[config.mk]
export PLATFORM = sky130hd
export DESIGN_NAME = axi_decerr_slv
export DESIGN_NICKNAME = d
export VERILOG_FILES = /design/src/rtl/axi_pkg.sv /design/src/rtl/axi_decerr_fifo.sv /design/src/rtl/axi_decerr_slv.sv
export SDC_FILE = /design/constraint.sdc
export NUM_CORES = 1
export LEC_CHECK = 0
export ABC_AREA = 1
export CAP_MARGIN = 15
export CORE_MARGIN = 1.5
export CORE_UTILIZATION = 45
export CTS_BUF_LIST = sky130_fd_sc_hd__clkbuf_4
export CTS_CLUSTER_SIZE = 24
export DETAILED_ROUTE_END_ITERATION = 16
export PLACE_DENSITY = 0.87
export RECOVER_POWER = 25
export SLEW_MARGIN = 20
export SYNTH_ARGS = -nofsm -noshare
export SYNTH_HDL_FRONTEND = slang
export SYNTH_SLANG_ARGS = --single-unit
[constraint.sdc]
create_clock -name clk_i -period 2.5 [get_ports clk_i]
set_input_delay 0.5 -clock clk_i [delete_from_list [all_inputs] [get_ports clk_i]]
set_output_delay 0.5 -clock clk_i [all_outputs]
set_load 0.01 [all_outputs]
[src/rtl/axi_pkg.sv]
// AXI4 response codes and the default channel/request/response structs used
// by the error slave and its bench.
package axi_pkg;

    localparam logic [1:0] RESP_OKAY   = 2'b00;
    localparam logic [1:0] RESP_EXOKAY = 2'b01;
    localparam logic [1:0] RESP_SLVERR = 2'b10;
    localparam logic [1:0] RESP_DECERR = 2'b11;

    localparam int unsigned IdWidth   = 4;
    localparam int unsigned AddrWidth = 32;
    localparam int unsigned DataWidth = 64;
    localparam int unsigned UserWidth = 1;

    typedef logic [IdWidth-1:0]     id_t;
    typedef logic [AddrWidth-1:0]   addr_t;
    typedef logic [DataWidth-1:0]   data_t;
    typedef logic [DataWidth/8-1:0] strb_t;
    typedef logic [UserWidth-1:0]   user_t;

    typedef struct packed {
        id_t        id;
        addr_t      addr;
        logic [7:0] len;
        logic [2:0] size;
        logic [1:0] burst;
        logic       lock;
        logic [3:0] cache;
        logic [2:0] prot;
        logic [3:0] qos;
        logic [3:0] region;
        logic [5:0] atop;
        user_t      user;
    } aw_chan_t;

    typedef struct packed {
        data_t data;
        strb_t strb;
        logic  last;
        user_t user;
    } w_chan_t;

    typedef struct packed {
        id_t        id;
        logic [1:0] resp;
        user_t      user;
    } b_chan_t;

    typedef struct packed {
        id_t        id;
        addr_t      addr;
        logic [7:0] len;
        logic [2:0] size;
        logic [1:0] burst;
        logic       lock;
        logic [3:0] cache;
        logic [2:0] prot;
        logic [3:0] qos;
        logic [3:0] region;
        user_t      user;
    } ar_chan_t;

    typedef struct packed {
        id_t        id;
        data_t      data;
        logic [1:0] resp;
        logic       last;
        user_t      user;
    } r_chan_t;

    typedef struct packed {
        aw_chan_t aw;
        logic     aw_valid;
        w_chan_t  w;
        logic     w_valid;
        logic     b_ready;
        ar_chan_t ar;
        logic     ar_valid;
        logic     r_ready;
    } req_t;

    typedef struct packed {
        logic    aw_ready;
        logic    ar_ready;
        logic    w_ready;
        logic    b_valid;
        b_chan_t b;
        logic    r_valid;
        r_chan_t r;
    } resp_t;

endpackage

[src/rtl/axi_decerr_fifo.sv]
// Small synchronous FIFO with registered full/empty flags; a push while full is
// dropped even if a pop happens in the same cycle.
module axi_decerr_fifo #(
    parameter int unsigned DataWidth = 32'd8,
    parameter int unsigned Depth     = 32'd4
) (
    input  logic                 clk_i,
    input  logic                 rst_i,
    input  logic                 test_i,
    input  logic                 push_i,
    input  logic [DataWidth-1:0] data_i,
    input  logic                 pop_i,
    output logic [DataWidth-1:0] data_o,
    output logic                 full_o,
    output logic                 empty_o
);

    localparam int unsigned     PtrW    = (Depth > 1) ? $clog2(Depth) : 1;
    localparam int unsigned     CntW    = $clog2(Depth + 1);
    localparam logic [PtrW-1:0] LastPtr = PtrW'(Depth - 1);
    localparam logic [CntW-1:0] FullCnt = CntW'(Depth);

    logic [DataWidth-1:0] mem_q [Depth];
    logic [PtrW-1:0]      wr_ptr_q, rd_ptr_q;
    logic [CntW-1:0]      cnt_q, cnt_d;
    logic                 full_q, empty_q;
    logic                 do_push, do_pop;
    logic                 unused_test;

    // No clock gating cell in this FIFO, so the test-mode input has no effect.
    assign unused_test = test_i;

    function automatic logic [PtrW-1:0] next_ptr(input logic [PtrW-1:0] ptr);
        return (ptr == LastPtr) ? '0 : ptr + 1'b1;
    endfunction

    assign do_push = push_i & ~full_q;
    assign do_pop  = pop_i & ~empty_q;

    always_comb begin
        cnt_d = cnt_q;
        if (do_push && !do_pop) begin
            cnt_d = cnt_q + 1'b1;
        end else if (do_pop && !do_push) begin
            cnt_d = cnt_q - 1'b1;
        end
    end

    always_ff @(posedge clk_i) begin
        if (rst_i) begin
            wr_ptr_q <= '0;
            rd_ptr_q <= '0;
            cnt_q    <= '0;
            full_q   <= 1'b0;
            empty_q  <= 1'b1;
        end else begin
            if (do_push) wr_ptr_q <= next_ptr(wr_ptr_q);
            if (do_pop)  rd_ptr_q <= next_ptr(rd_ptr_q);
            cnt_q   <= cnt_d;
            full_q  <= (cnt_d == FullCnt);
            empty_q <= (cnt_d == '0);
        end
    end

    always_ff @(posedge clk_i) begin
        if (do_push) mem_q[wr_ptr_q] <= data_i;
    end

    assign data_o  = mem_q[rd_ptr_q];
    assign full_o  = full_q;
    assign empty_o = empty_q;

endmodule

[src/rtl/axi_decerr_slv.sv]
// Terminating AXI4 slave for unmapped addresses: swallows every request and
// answers each write with one B and each read with len+1 R beats, all with RespCode.
module axi_decerr_slv #(
    parameter int unsigned AxiIdWidth   = 32'd4,
    parameter int unsigned AxiDataWidth = 32'd64,
    parameter type         axi_req_t    = axi_pkg::req_t,
    parameter type         axi_resp_t   = axi_pkg::resp_t,
    parameter int unsigned MaxTrans     = 32'd4,
    parameter logic [1:0]  RespCode     = axi_pkg::RESP_DECERR,
    parameter logic [63:0] RespData     = 64'hCA11AB1EBADCAB1E
) (
    input  logic      clk_i,
    input  logic      rst_i,
    input  logic      test_i,
    input  axi_req_t  slv_req_i,
    output axi_resp_t slv_resp_o
);

    localparam int unsigned               DataReps = (AxiDataWidth + 63) / 64;
    localparam logic [DataReps*64-1:0]    DataPat  = {DataReps{RespData}};
    localparam logic [AxiDataWidth-1:0]   RData    = DataPat[AxiDataWidth-1:0];

    typedef enum logic {R_IDLE, R_SEND} r_state_e;

    logic                    out_en_q;
    logic                    aw_full, aw_empty, aw_push, aw_pop;
    logic [AxiIdWidth-1:0]   aw_head;
    logic                    b_full, b_empty, b_push, b_pop;
    logic [AxiIdWidth-1:0]   b_head;
    logic                    ar_full, ar_empty, ar_push, ar_pop;
    logic [AxiIdWidth+7:0]   ar_head;
    logic                    aw_ready, w_ready, ar_ready, b_valid, r_valid, r_last;
    r_state_e                state_q, state_d;
    logic [AxiIdWidth-1:0]   id_q, id_d;
    logic [7:0]              len_q, len_d, cnt_q, cnt_d;
    logic                    unused_req;

    // Only IDs, lengths, valids, w.last and readies matter; the rest is dropped.
    assign unused_req = ^slv_req_i;

    // Keeps the readies low for one extra cycle after reset releases.
    always_ff @(posedge clk_i) begin
        if (rst_i) out_en_q <= 1'b0;
        else       out_en_q <= 1'b1;
    end

    assign aw_ready = out_en_q & ~aw_full;
    assign aw_push  = slv_req_i.aw_valid & aw_ready;
    assign w_ready  = ~aw_empty & ~b_full;
    assign aw_pop   = slv_req_i.w_valid & w_ready & slv_req_i.w.last;
    assign b_push   = aw_pop;
    assign b_valid  = ~b_empty;
    assign b_pop    = b_valid & slv_req_i.b_ready;
    assign ar_ready = out_en_q & ~ar_full;
    assign ar_push  = slv_req_i.ar_valid & ar_ready;

    axi_decerr_fifo #(.DataWidth(AxiIdWidth), .Depth(MaxTrans)) i_aw_fifo (
        .clk_i   (clk_i),
        .rst_i   (rst_i),
        .test_i  (test_i),
        .push_i  (aw_push),
        .data_i  (slv_req_i.aw.id),
        .pop_i   (aw_pop),
        .data_o  (aw_head),
        .full_o  (aw_full),
        .empty_o (aw_empty)
    );

    axi_decerr_fifo #(.DataWidth(AxiIdWidth), .Depth(MaxTrans)) i_b_fifo (
        .clk_i   (clk_i),
        .rst_i   (rst_i),
        .test_i  (test_i),
        .push_i  (b_push),
        .data_i  (aw_head),
        .pop_i   (b_pop),
        .data_o  (b_head),
        .full_o  (b_full),
        .empty_o (b_empty)
    );

    axi_decerr_fifo #(.DataWidth(AxiIdWidth + 8), .Depth(MaxTrans)) i_ar_fifo (
        .clk_i   (clk_i),
        .rst_i   (rst_i),
        .test_i  (test_i),
        .push_i  (ar_push),
        .data_i  ({slv_req_i.ar.id, slv_req_i.ar.len}),
        .pop_i   (ar_pop),
        .data_o  (ar_head),
        .full_o  (ar_full),
        .empty_o (ar_empty)
    );

    assign r_valid = (state_q == R_SEND);
    assign r_last  = (cnt_q == len_q);

    // R generator: one burst at a time, cnt_q stops at len_q so it never wraps.
    always_comb begin
        state_d = state_q;
        id_d    = id_q;
        len_d   = len_q;
        cnt_d   = cnt_q;
        ar_pop  = 1'b0;
        case (state_q)
            R_IDLE: begin
                if (!ar_empty) begin
                    {id_d, len_d} = ar_head;
                    cnt_d         = '0;
                    ar_pop        = 1'b1;
                    state_d       = R_SEND;
                end
            end
            R_SEND: begin
                if (slv_req_i.r_ready) begin
                    if (r_last) state_d = R_IDLE;
                    else        cnt_d   = cnt_q + 8'd1;
                end
            end
            default: state_d = R_IDLE;
        endcase
    end

    always_ff @(posedge clk_i) begin
        if (rst_i) begin
            state_q <= R_IDLE;
            cnt_q   <= '0;
        end else begin
            state_q <= state_d;
            cnt_q   <= cnt_d;
        end
    end

    always_ff @(posedge clk_i) begin
        id_q  <= id_d;
        len_q <= len_d;
    end

    always_comb begin
        slv_resp_o          = '0;
        slv_resp_o.aw_ready = aw_ready;
        slv_resp_o.w_ready  = w_ready;
        slv_resp_o.ar_ready = ar_ready;
        slv_resp_o.b_valid  = b_valid;
        slv_resp_o.b.id     = b_head;
        slv_resp_o.b.resp   = RespCode;
        slv_resp_o.r_valid  = r_valid;
        slv_resp_o.r.id     = id_q;
        slv_resp_o.r.data   = RData;
        slv_resp_o.r.resp   = RespCode;
        slv_resp_o.r.last   = r_last;
    end

endmodule

==> reports/metrics.cfg, run 1 <==
[global_routing]
grt_max_degree=28
grt_pass1_vias=3647
grt_pass1_wl_um=17000
antenna_found_initial=2
grt_overflow_total=0
track_usage_pct=15.3

[timing]
final_max_slew_viol_count=0
finalCritPeriodShare_pct=93.8
rsz0062_at_grt=false
whs_ns=0.481
skew_ns=0.0260
fmax_mhz=426
finalHoldViolCount=0
fin_setup_tns_ns=0
setup_viol_count_final=0
tightestPinTransition_ns=0.700
maxSlewHeadroom_pct=53.3
post-route-min-period_ns=2.35

[floorplanning]
core_area_mm2=0.0134
die_x_um=121
dieArea_mm2=0.0146
rows=42
io_pins=304
initial_utilization_pct=46.8
die_h_um=121

[yosys]
ys_warn_count=0
yosys.area.top_type=edfxtp_1
syn_avg_cell_area_um2=10.6
netlist_instances=593
synth_top_cell_area_share_pct=44.1
syn_area_mm2=0.00627
ys_seq_area_share_pct=57.2
synth_cell_type_count=35
synth_seq_cells=133
synthTopCellsByArea=edfxtp_1 (44%), dfxtp_1 (13%), buf_4 (9.1%), nor2_1 (4.5%), ha_1 (4.4%)

[placement]
gp_congestion=0.794
port_buffers=37
hpwl_um=7420

[final_layout]
nets=876
area_growth_pct=9.06
layout-drive-gt1-share_pct=14.1

[min_path]
hold_class=register to register

[worst_setup_path]
worstPathRequired_ns=2.00
crit_type=register to primary output
crit_path_top_delay_cell=clkdlybuf4s50_1
max_stage_delay_ns=0.57
path_max_fanout=9
crit_path_end_kind=primary output
cp_top_family=buffers and inverters
path_cells=inv_2 > nor2_1 > o22ai_1 > clkdlybuf4s50_1
worst-path-buf-inv=2
critical_path_arrival_ns=1.85
start_kind=register

[drt]
firstDrtPassIters=5
ant_nets=0
wirelength_um=10600
wl_per_cell_um=12.9
routed_via_density=4.63
dr_total_vias=3814
drc=0
drt_iter0_markers=144

[clocking]
clk_pin_slew_ns=0.14
ctsLongestPathBuffers=2
clock_sinks=133
cts_buffers=17
cts_tree=yes
insertion_delay_ns=0.53
ctsHoldBuffers=0
clock-root-buffer=clkbuf_4
cts_htree_levels=4

[pwr]
leakage_nw=2.72
ir_drop_v=0.000567
power_density_mw_per_mm2=885

[status]
status=finished clean

[run]
drv_cap=0

registers in the layout (all words and copies together), names as in the netlist, 3 cells and up, named ones only:
signal / flops
i_aw_fifo.cnt_q: 3
id_q: 4
i_b_fifo.mem_q: 16
i_ar_fifo.cnt_q: 3
i_aw_fifo.mem_q: 16
len_q: 8
i_b_fifo.cnt_q: 3
i_ar_fifo.mem_q: 48
cnt_q: 8
final timing paths:
check | startpoint | end | slack, ns | cells after the start
setup / recovery | register | slv_resp_o[78] | 0.15 | 4
hold / removal | cnt_q[0] | cnt_q[0] | 0.48 | 1
setup reg to reg | i_ar_fifo.rd_ptr_q[0] | len_q[5] | 0.85 | 4
hold reg to reg | cnt_q[0] | cnt_q[0] | 0.48 | 1
worst register-to-register path: stages, from the launching register on:
cell and delay, ns:
dfxtp_1 0.33, buf_4 0.26, inv_1 0.38, o21ai_0 0.30, o22ai_1 0.13
power breakdown:
group          leakage (nW)  internal [W]  total (W)  switching (W)
clock                 0.166      0.000558    0.00148       0.000926
sequential             1.18       0.00271    0.00288       0.000175
combinational          1.38      0.000626    0.00168        0.00106
metrics by stage:
stage / utilization (%) / area, um2 / setup slack (ns) / cells / total power [W]
3_5_place_dp: 48.6 / 6520 / 0.477 / 791 / 0.00463
5_1_grt: 51.0 / 6840 / 0.0316 / 824 / 0.00644
6_report: 51.0 / 6840 / 0.154 / 824 / 0.00605
2_1_floorplan: - / 6520 / 0.957 / 661 / 0.00423
3_3_place_gp: 48.6 / 6520 / 0.492 / 791 / 0.00456
4_1_cts: 51.0 / 6830 / 0.0242 / 823 / 0.00611
cells in the mapped netlist:
master    instances
nand3_4           1
clkinv_1          1
a21oi_1          10
xnor2_1           9
xor2_1            3
dfxtp_1          41
nand2_8           1
o211a_1           2
edfxtp_1         92
nand2_4           4
a211oi_1          3
inv_2             9
nor2_4            3
o21ai_0          51
nand2_2          12
nor2_1           75
nand3_1          14
buf_2             2
clkbuf_1          9
conb_1            2
xor2_2            2
nand3_2           2
a21oi_2           7
nor3_2            1
nand2_1          44
nor3b_1           1
buf_6             3
o21ai_2           1
nor2_2            5
buf_4            76
inv_1            55
nor3_1            1
o22ai_1          21
ha_1             22
o21ai_1           8
cell families (layout without fill, tap and decap cells):
group | after synthesis | after routing | synth area share, %
buffers and inverters | 155 | 141 | 14.2
DFF | 133 | 133 | 57.2
other | 2 | 71 | 0.120
adders and majority gates | 22 | 22 | 4.39
and+or+nand+nor | 164 | 164 | 12.5
AOI/OAI and AO/OA | 103 | 103 | 9.40
xor gates and xnor gates | 14 | 14 | 2.20
layout make-up:
| type | count | area, um2 |
|---|---|---|
| clock buffer | 17 | 128 |
| tap | 176 | 220 |
| sequential | 133 | 3590 |
| timing repair buffer | 44 | 420 |
| inverter | 65 | 244 |
| fill | 1150 | 6570 |
| antenna | 1 | 2.50 |
| clock inverter | 15 | 185 |
| multi-input combinational | 373 | 2050 |
cell usage in the layout (no fill, tap or decap), types with 5 or more instances in the layout:
cell,Yosys,final
ha_1,22,22
clkbuf_4,0,17
o22ai_1,21,21
nand2_2,12,12
nor2_2,5,5
a21oi_2,7,7
clkdlybuf4s50_1,0,20
a21oi_1,10,10
o21ai_1,8,8
xnor2_1,9,9
conb_1,2,70
dlygate4sd3_1,0,15
o21ai_0,51,51
inv_6,0,5
nand2_1,44,44
nor2_1,75,75
dfxtp_1,41,37
edfxtp_1,92,92
inv_2,9,10
nand3_1,14,14
buf_4,76,7
inv_1,55,54
layer usage:
metal  vias to the layer above  wire length [um]  track usage (%)
met3                        13               563             4.46
met5                         -                13                0
met1                      1778              4150             17.0
li1                       1914                 -                -
met4                         2               229             6.69
met2                       107              5640             27.2
what timing repair did:
action | in CTS | in global routing
pin swaps | 0 | 0
resized for setup | 6 | 1
setup buffers | 0 | 0
endpoints found under the setup margin | 3 | 3
Note: power is estimated with default switching activity, not from simulation.
==> run 2: changes to the inputs <==
- CORE_MARGIN: 1.5 -> 2
==> reports/metrics.cfg, run 2 (synthesis gave the netlist of run 1 again) <==
[status]
status=finished clean  ; unchanged

[run]
drv_cap=0  ; unchanged

[final_layout]
finalInstanceArea_mm2=0.00681  ; was 0.00684 mm2
top_regs=i_ar_fifo.mem_q x48, i_aw_fifo.mem_q x16, i_b_fifo.mem_q x16  ; unchanged
fin_cells=828  ; was 824
area_growth_pct=8.62  ; was 9.06%
layout_commonest_cell=edfxtp_1  ; unchanged
regMostFlops=i_ar_fifo.mem_q  ; unchanged
nets=876  ; unchanged
layout_common_cells=edfxtp_1 (92), nor2_1 (75), conb_1 (70)  ; unchanged
layout-drive-gt1-share_pct=14.2  ; was 14.1%
largest_reg_flops=48  ; unchanged

[pwr]
ir_drop_v=0.000585  ; was 0.000567 V
p_total_w=0.00594  ; was 0.00605 W
power_density_mw_per_mm2=872  ; was 885 mW/mm2
leakage_nw=2.71  ; was 2.72 nW

[timing]
whs_ns=0.487  ; was 0.481 ns
maxSlewHeadroom_pct=54.2  ; was 53.3%
tightestPinTransition_ns=0.686  ; was 0.700 ns
fin_setup_tns_ns=0  ; unchanged
final_max_slew_viol_count=0  ; unchanged
finalHoldViolCount=0  ; unchanged
rsz0062_at_grt=false  ; unchanged
skew_ns=0.0146  ; was 0.0260 ns
setup_viol_count_final=0  ; unchanged
finalCritPeriodShare_pct=94.4  ; was 93.8%
post-route-min-period_ns=2.36  ; was 2.35 ns
fmax_mhz=424  ; was 426 MHz

[global_routing]
grt_max_degree=27  ; was 28
track_usage_pct=14.5  ; was 15.3%
grt_pass1_wl_um=16300  ; was 17000 um
grt_overflow_total=0  ; unchanged
grt_pass1_vias=3624  ; was 3647
antenna_found_initial=1  ; was 2

[floorplanning]
rows=43  ; was 42
io_pins=304  ; unchanged
dieArea_mm2=0.0149  ; was 0.0146 mm2
die_x_um=122  ; was 121 um
initial_utilization_pct=45.7  ; was 46.8%
core_area_mm2=0.0137  ; was 0.0134 mm2
die_h_um=122  ; was 121 um

[drt]
wirelength_um=10500  ; was 10600 um
drt_iter0_markers=193  ; was 144
routed_via_density=4.61  ; was 4.63
ant_nets=0  ; unchanged
wl_per_cell_um=12.7  ; was 12.9 um
dr_total_vias=3821  ; was 3814
drc=0  ; unchanged
firstDrtPassIters=4  ; was 5

[worst_setup_path]
crit_end=slv_resp_o[76]  ; was slv_resp_o[78]
r2r_setup_slack_ns=0.99  ; was 0.85 ns
rr_worst_depth=3  ; was 4
start_kind=register  ; unchanged
path_max_fanout=9  ; unchanged
crit_path_end_kind=primary output  ; unchanged
crit_type=register to primary output  ; unchanged
critical_path_arrival_ns=1.86  ; was 1.85 ns
rr_endpoint=len_q[7]  ; was len_q[5]
r2r_start=i_ar_fifo.rd_ptr_q[1]  ; was i_ar_fifo.rd_ptr_q[0]
worstPathRequired_ns=2.00  ; about the same

[placement]
hpwl_um=7390  ; was 7420 um
dp.cells=795  ; was 791
port_buffers=37  ; unchanged
place_area_mm2=0.00652  ; about the same
gp_congestion=0.805  ; was 0.794

[clocking]
clock-root-buffer=clkbuf_4  ; unchanged
clk_pin_slew_ns=0.13  ; was 0.14 ns
clock_sinks=133  ; unchanged
cts_htree_levels=4  ; unchanged
cts_buffers=17  ; unchanged
insertion_delay_ns=0.53  ; about the same
ctsLongestPathBuffers=2  ; unchanged
cts_tree=yes  ; unchanged

[min_path]
hold_depth=1  ; unchanged
hold_class=register to register  ; unchanged

-- run 2: worst max-delay path, cell delays in order, from the launching register on --
cell and delay [ns]:
dfxtp_2 0.38, inv_2 0.12, nor2_1 0.07, o22ai_2 0.21, clkdlybuf4s50_1 0.57
-- run 2: worst min-delay path by stage --
stage	start	end	slack, ns
2_1_floorplan	cnt_q[0]	cnt_q[0]	0.47
3_3_place_gp	cnt_q[5]	cnt_q[5]	0.50
3_5_place_dp	i_aw_fifo.rd_ptr_q[1]	i_aw_fifo.rd_ptr_q[1]	0.51
4_1_cts	cnt_q[0]	cnt_q[0]	0.49
5_1_grt	cnt_q[0]	cnt_q[0]	0.50
6_report	cnt_q[0]	cnt_q[0]	0.49
-- run 2: routing by layer --
metal	part of all wire (%)	track usage, %	wire length, um
met1	38	14.7	3990
met2	56	27.2	5890
met3	3.3	3.37	348
met4	2.9	8.26	304
met5	0	0	0
-- run 2: layout make-up --
class	instances	area, um2
Antenna cell	1	2.50
Clock buffer	17	128
Clock inverter	15	145
Fill cell	1195	6910
Inverter	65	244
Multi-Input combinational cell	373	2050
Sequential cell	133	3590
Tap cell	180	225
Timing Repair Buffer	44	422
-- run 2: per-stage QoR --
stage	setup WS, ns	util (%)
floorplan	0.957	-
global placement	0.419	47.5
detailed placement	0.405	47.5
CTS	0.0450	49.5
global route	0.0272	49.6
finish	0.140	49.6
-- run 2: timing repair --
item,in CTS,in global routing
hold buffers,0,0
pin swaps,1,1
endpoints found under the setup margin,5,2
buffers inserted,0,0
gates resized for setup,8,3
-- run 2: power by group --
group,internal (W),leakage [nW],switching [W]
clock network,0.000520,0.147,0.000838
registers,0.00271,1.18,0.000186
logic,0.000622,1.39,0.00106
total,0.00385,2.71,0.00209
==> run 3: changes to the inputs <==
- MAX_ROUTING_LAYER: not set -> met4
==> reports/metrics.cfg, run 3 (synthesis gave the netlist of run 1 again) <==
[status]
status=finished clean  ; unchanged

[worst_setup_path]
start_kind=register  ; unchanged
crit_path_top_delay_cell=clkdlybuf4s50_1  ; unchanged
critical_path_arrival_ns=1.86  ; about the same
max_stage_delay_ns=0.57  ; about the same
rr_worst_depth=3  ; unchanged
worstPathRequired_ns=2.00  ; about the same
r2r_setup_slack_ns=1.00  ; was 0.99 ns
path_cells=inv_2 > nor2_1 > o22ai_2 > clkdlybuf4s50_1  ; unchanged
r2r_start=i_ar_fifo.rd_ptr_q[1]  ; unchanged
path_max_fanout=9  ; unchanged
crit_path_end_kind=primary output  ; unchanged
rr_endpoint=len_q[5]  ; was len_q[7]
crit_type=register to primary output  ; unchanged

[drt]
routed_via_density=4.64  ; was 4.61
dr_total_vias=3843  ; was 3821
wirelength_um=10500  ; about the same
drt_iter0_markers=192  ; was 193
drc=0  ; unchanged
firstDrtPassIters=5  ; was 4
wl_per_cell_um=12.7  ; about the same
ant_nets=0  ; unchanged

[final_layout]
layout_commonest_cell=edfxtp_1  ; unchanged
top_regs=i_ar_fifo.mem_q x48, i_aw_fifo.mem_q x16, i_b_fifo.mem_q x16  ; unchanged
layout_common_cells=edfxtp_1 (92), nor2_1 (75), conb_1 (70)  ; unchanged
regMostFlops=i_ar_fifo.mem_q  ; unchanged
fin_cells=828  ; unchanged
utilization_pct=49.6  ; unchanged
area_growth_pct=8.62  ; unchanged
fillers=1195  ; unchanged
layout-drive-gt1-share_pct=14.2  ; unchanged
nets=876  ; unchanged
largest_reg_flops=48  ; unchanged

[clocking]
insertion_delay_ns=0.53  ; about the same
clk_pin_slew_ns=0.13  ; about the same
cts_setup_buffers=0  ; unchanged
clock_sinks=133  ; unchanged
ctsHoldBuffers=0  ; unchanged
cts_buffers=17  ; unchanged
cts_tree=yes  ; unchanged
ctsLongestPathBuffers=2  ; unchanged
clock-root-buffer=clkbuf_4  ; unchanged
cts_htree_levels=4  ; unchanged

[pwr]
p_int_w=0.00385  ; about the same
power_density_mw_per_mm2=872  ; about the same
p_sw_w=0.00208  ; was 0.00209 W
leakage_nw=2.71  ; unchanged
ir_drop_v=0.000582  ; was 0.000585 V
p_total_w=0.00594  ; about the same
seqPwrFrac_pct=48.8  ; about the same
power_frac_comb_pct=28.3  ; was 28.4%
clkPwrFrac_pct=22.9  ; about the same
swShare_pct=35.1  ; about the same

[timing]
finalCritPeriodShare_pct=94.4  ; about the same
fmax_mhz=424  ; about the same
final_max_slew_viol_count=0  ; unchanged
skew_ns=0.0147  ; was 0.0146 ns
whs_ns=0.488  ; was 0.487 ns
fin_setup_tns_ns=0  ; unchanged
finalHoldViolCount=0  ; unchanged
tightestPinTransition_ns=0.703  ; was 0.686 ns
setup_viol_count_final=0  ; unchanged
maxSlewHeadroom_pct=53.1  ; was 54.2%
post-route-min-period_ns=2.36  ; about the same
rsz0062_at_grt=false  ; unchanged

[placement]
dp.cells=795  ; unchanged
gp_congestion=0.817  ; was 0.805
hpwl_um=7390  ; unchanged
port_buffers=37  ; unchanged

[min_path]
min_to=cnt_q[0]  ; unchanged
hold_depth=1  ; unchanged
hold_class=register to register  ; unchanged
hold_path_startpoint=cnt_q[0]  ; unchanged

[floorplanning]
core_area_mm2=0.0137  ; unchanged
dieArea_mm2=0.0149  ; unchanged
io_pins=304  ; unchanged
rows=43  ; unchanged
die_h_um=122  ; unchanged
die_x_um=122  ; unchanged
initial_utilization_pct=45.7  ; unchanged

[global_routing]
grt_pass1_vias=3607  ; was 3624
grt_pass1_wl_um=16400  ; was 16300 um
grt_overflow_total=0  ; unchanged
grt_max_degree=27  ; unchanged
track_usage_pct=15.1  ; was 14.5%
antenna_found_initial=1  ; unchanged

[run]
drv_cap=0  ; unchanged

run 3: cell counts in the layout (fill, tap and decap cells not counted):
No cell type changed its count.
run 3: cell type report:
class / instances / area [um2] / share of cell area, %
sequential: 133 / 3590 / 52.7
clock buffer: 17 / 128 / 1.87
antenna: 1 / 2.50 / 0.0368
tap: 180 / 225 / 3.31
multi-input combinational: 373 / 2050 / 30.2
clock inverter: 15 / 145 / 2.13
inverter: 65 / 244 / 3.58
timing repair buffer: 44 / 422 / 6.19
run 3: metrics by stage:
stage	cell area, um2	setup slack (ns)
6_report	6810	0.140
4_1_cts	6800	0.0450
5_1_grt	6810	0.0161
3_5_place_dp	6520	0.405
2_1_floorplan	6520	0.957
3_3_place_gp	6520	0.419
run 3: power by group through the flow:
stage,combinational (W),sequential [W],clock [W]
5_1_grt,0.00190,0.00293,0.00150
2_1_floorplan,0.00134,0.00289,0
6_report,0.00168,0.00290,0.00136
4_1_cts,0.00169,0.00290,0.00138
3_5_place_dp,0.00169,0.00294,0
3_3_place_gp,0.00163,0.00293,0
run 3: how the worst max path moves through the flow:
stage                  startpoint                     to  slack, ns  cells after the start
global route             register         slv_resp_o[76]       0.02                      4
CTS                      register         slv_resp_o[76]       0.04                      3
floorplan            slv_req_i[1]  i_ar_fifo.mem_q[0][0]       0.96                      2
finish                   register         slv_resp_o[76]       0.14                      4
global placement    slv_req_i[71]      i_aw_fifo.empty_o       0.42                     12
detailed placement  slv_req_i[71]      i_aw_fifo.empty_o       0.41                     12
run 3: critical path: cells and delay by family, from the launching register on:
kind,cells,cell delay (ns)
DFF,1,0.38
AOI/OAI and AO/OA,1,0.20
and+or+nand+nor,1,0.07
buffers and inverters,2,0.68
run 3: timing repair:
item / in CTS / in global routing
endpoints found under the setup margin: 5 / 2
pin swaps: 1 / 1
gates resized for setup: 8 / 3
run 3: routing by layer:
metal	part of all wire, %	GRT usage [%]	wire length, um	vias to the layer above
met4	3.1	7.83	329	0
met3	4.2	3.93	443	34
met2	55	27.2	5770	107
met5	0	-	0	-
met1	38	14.9	3980	1783
li1	-	-	-	1919
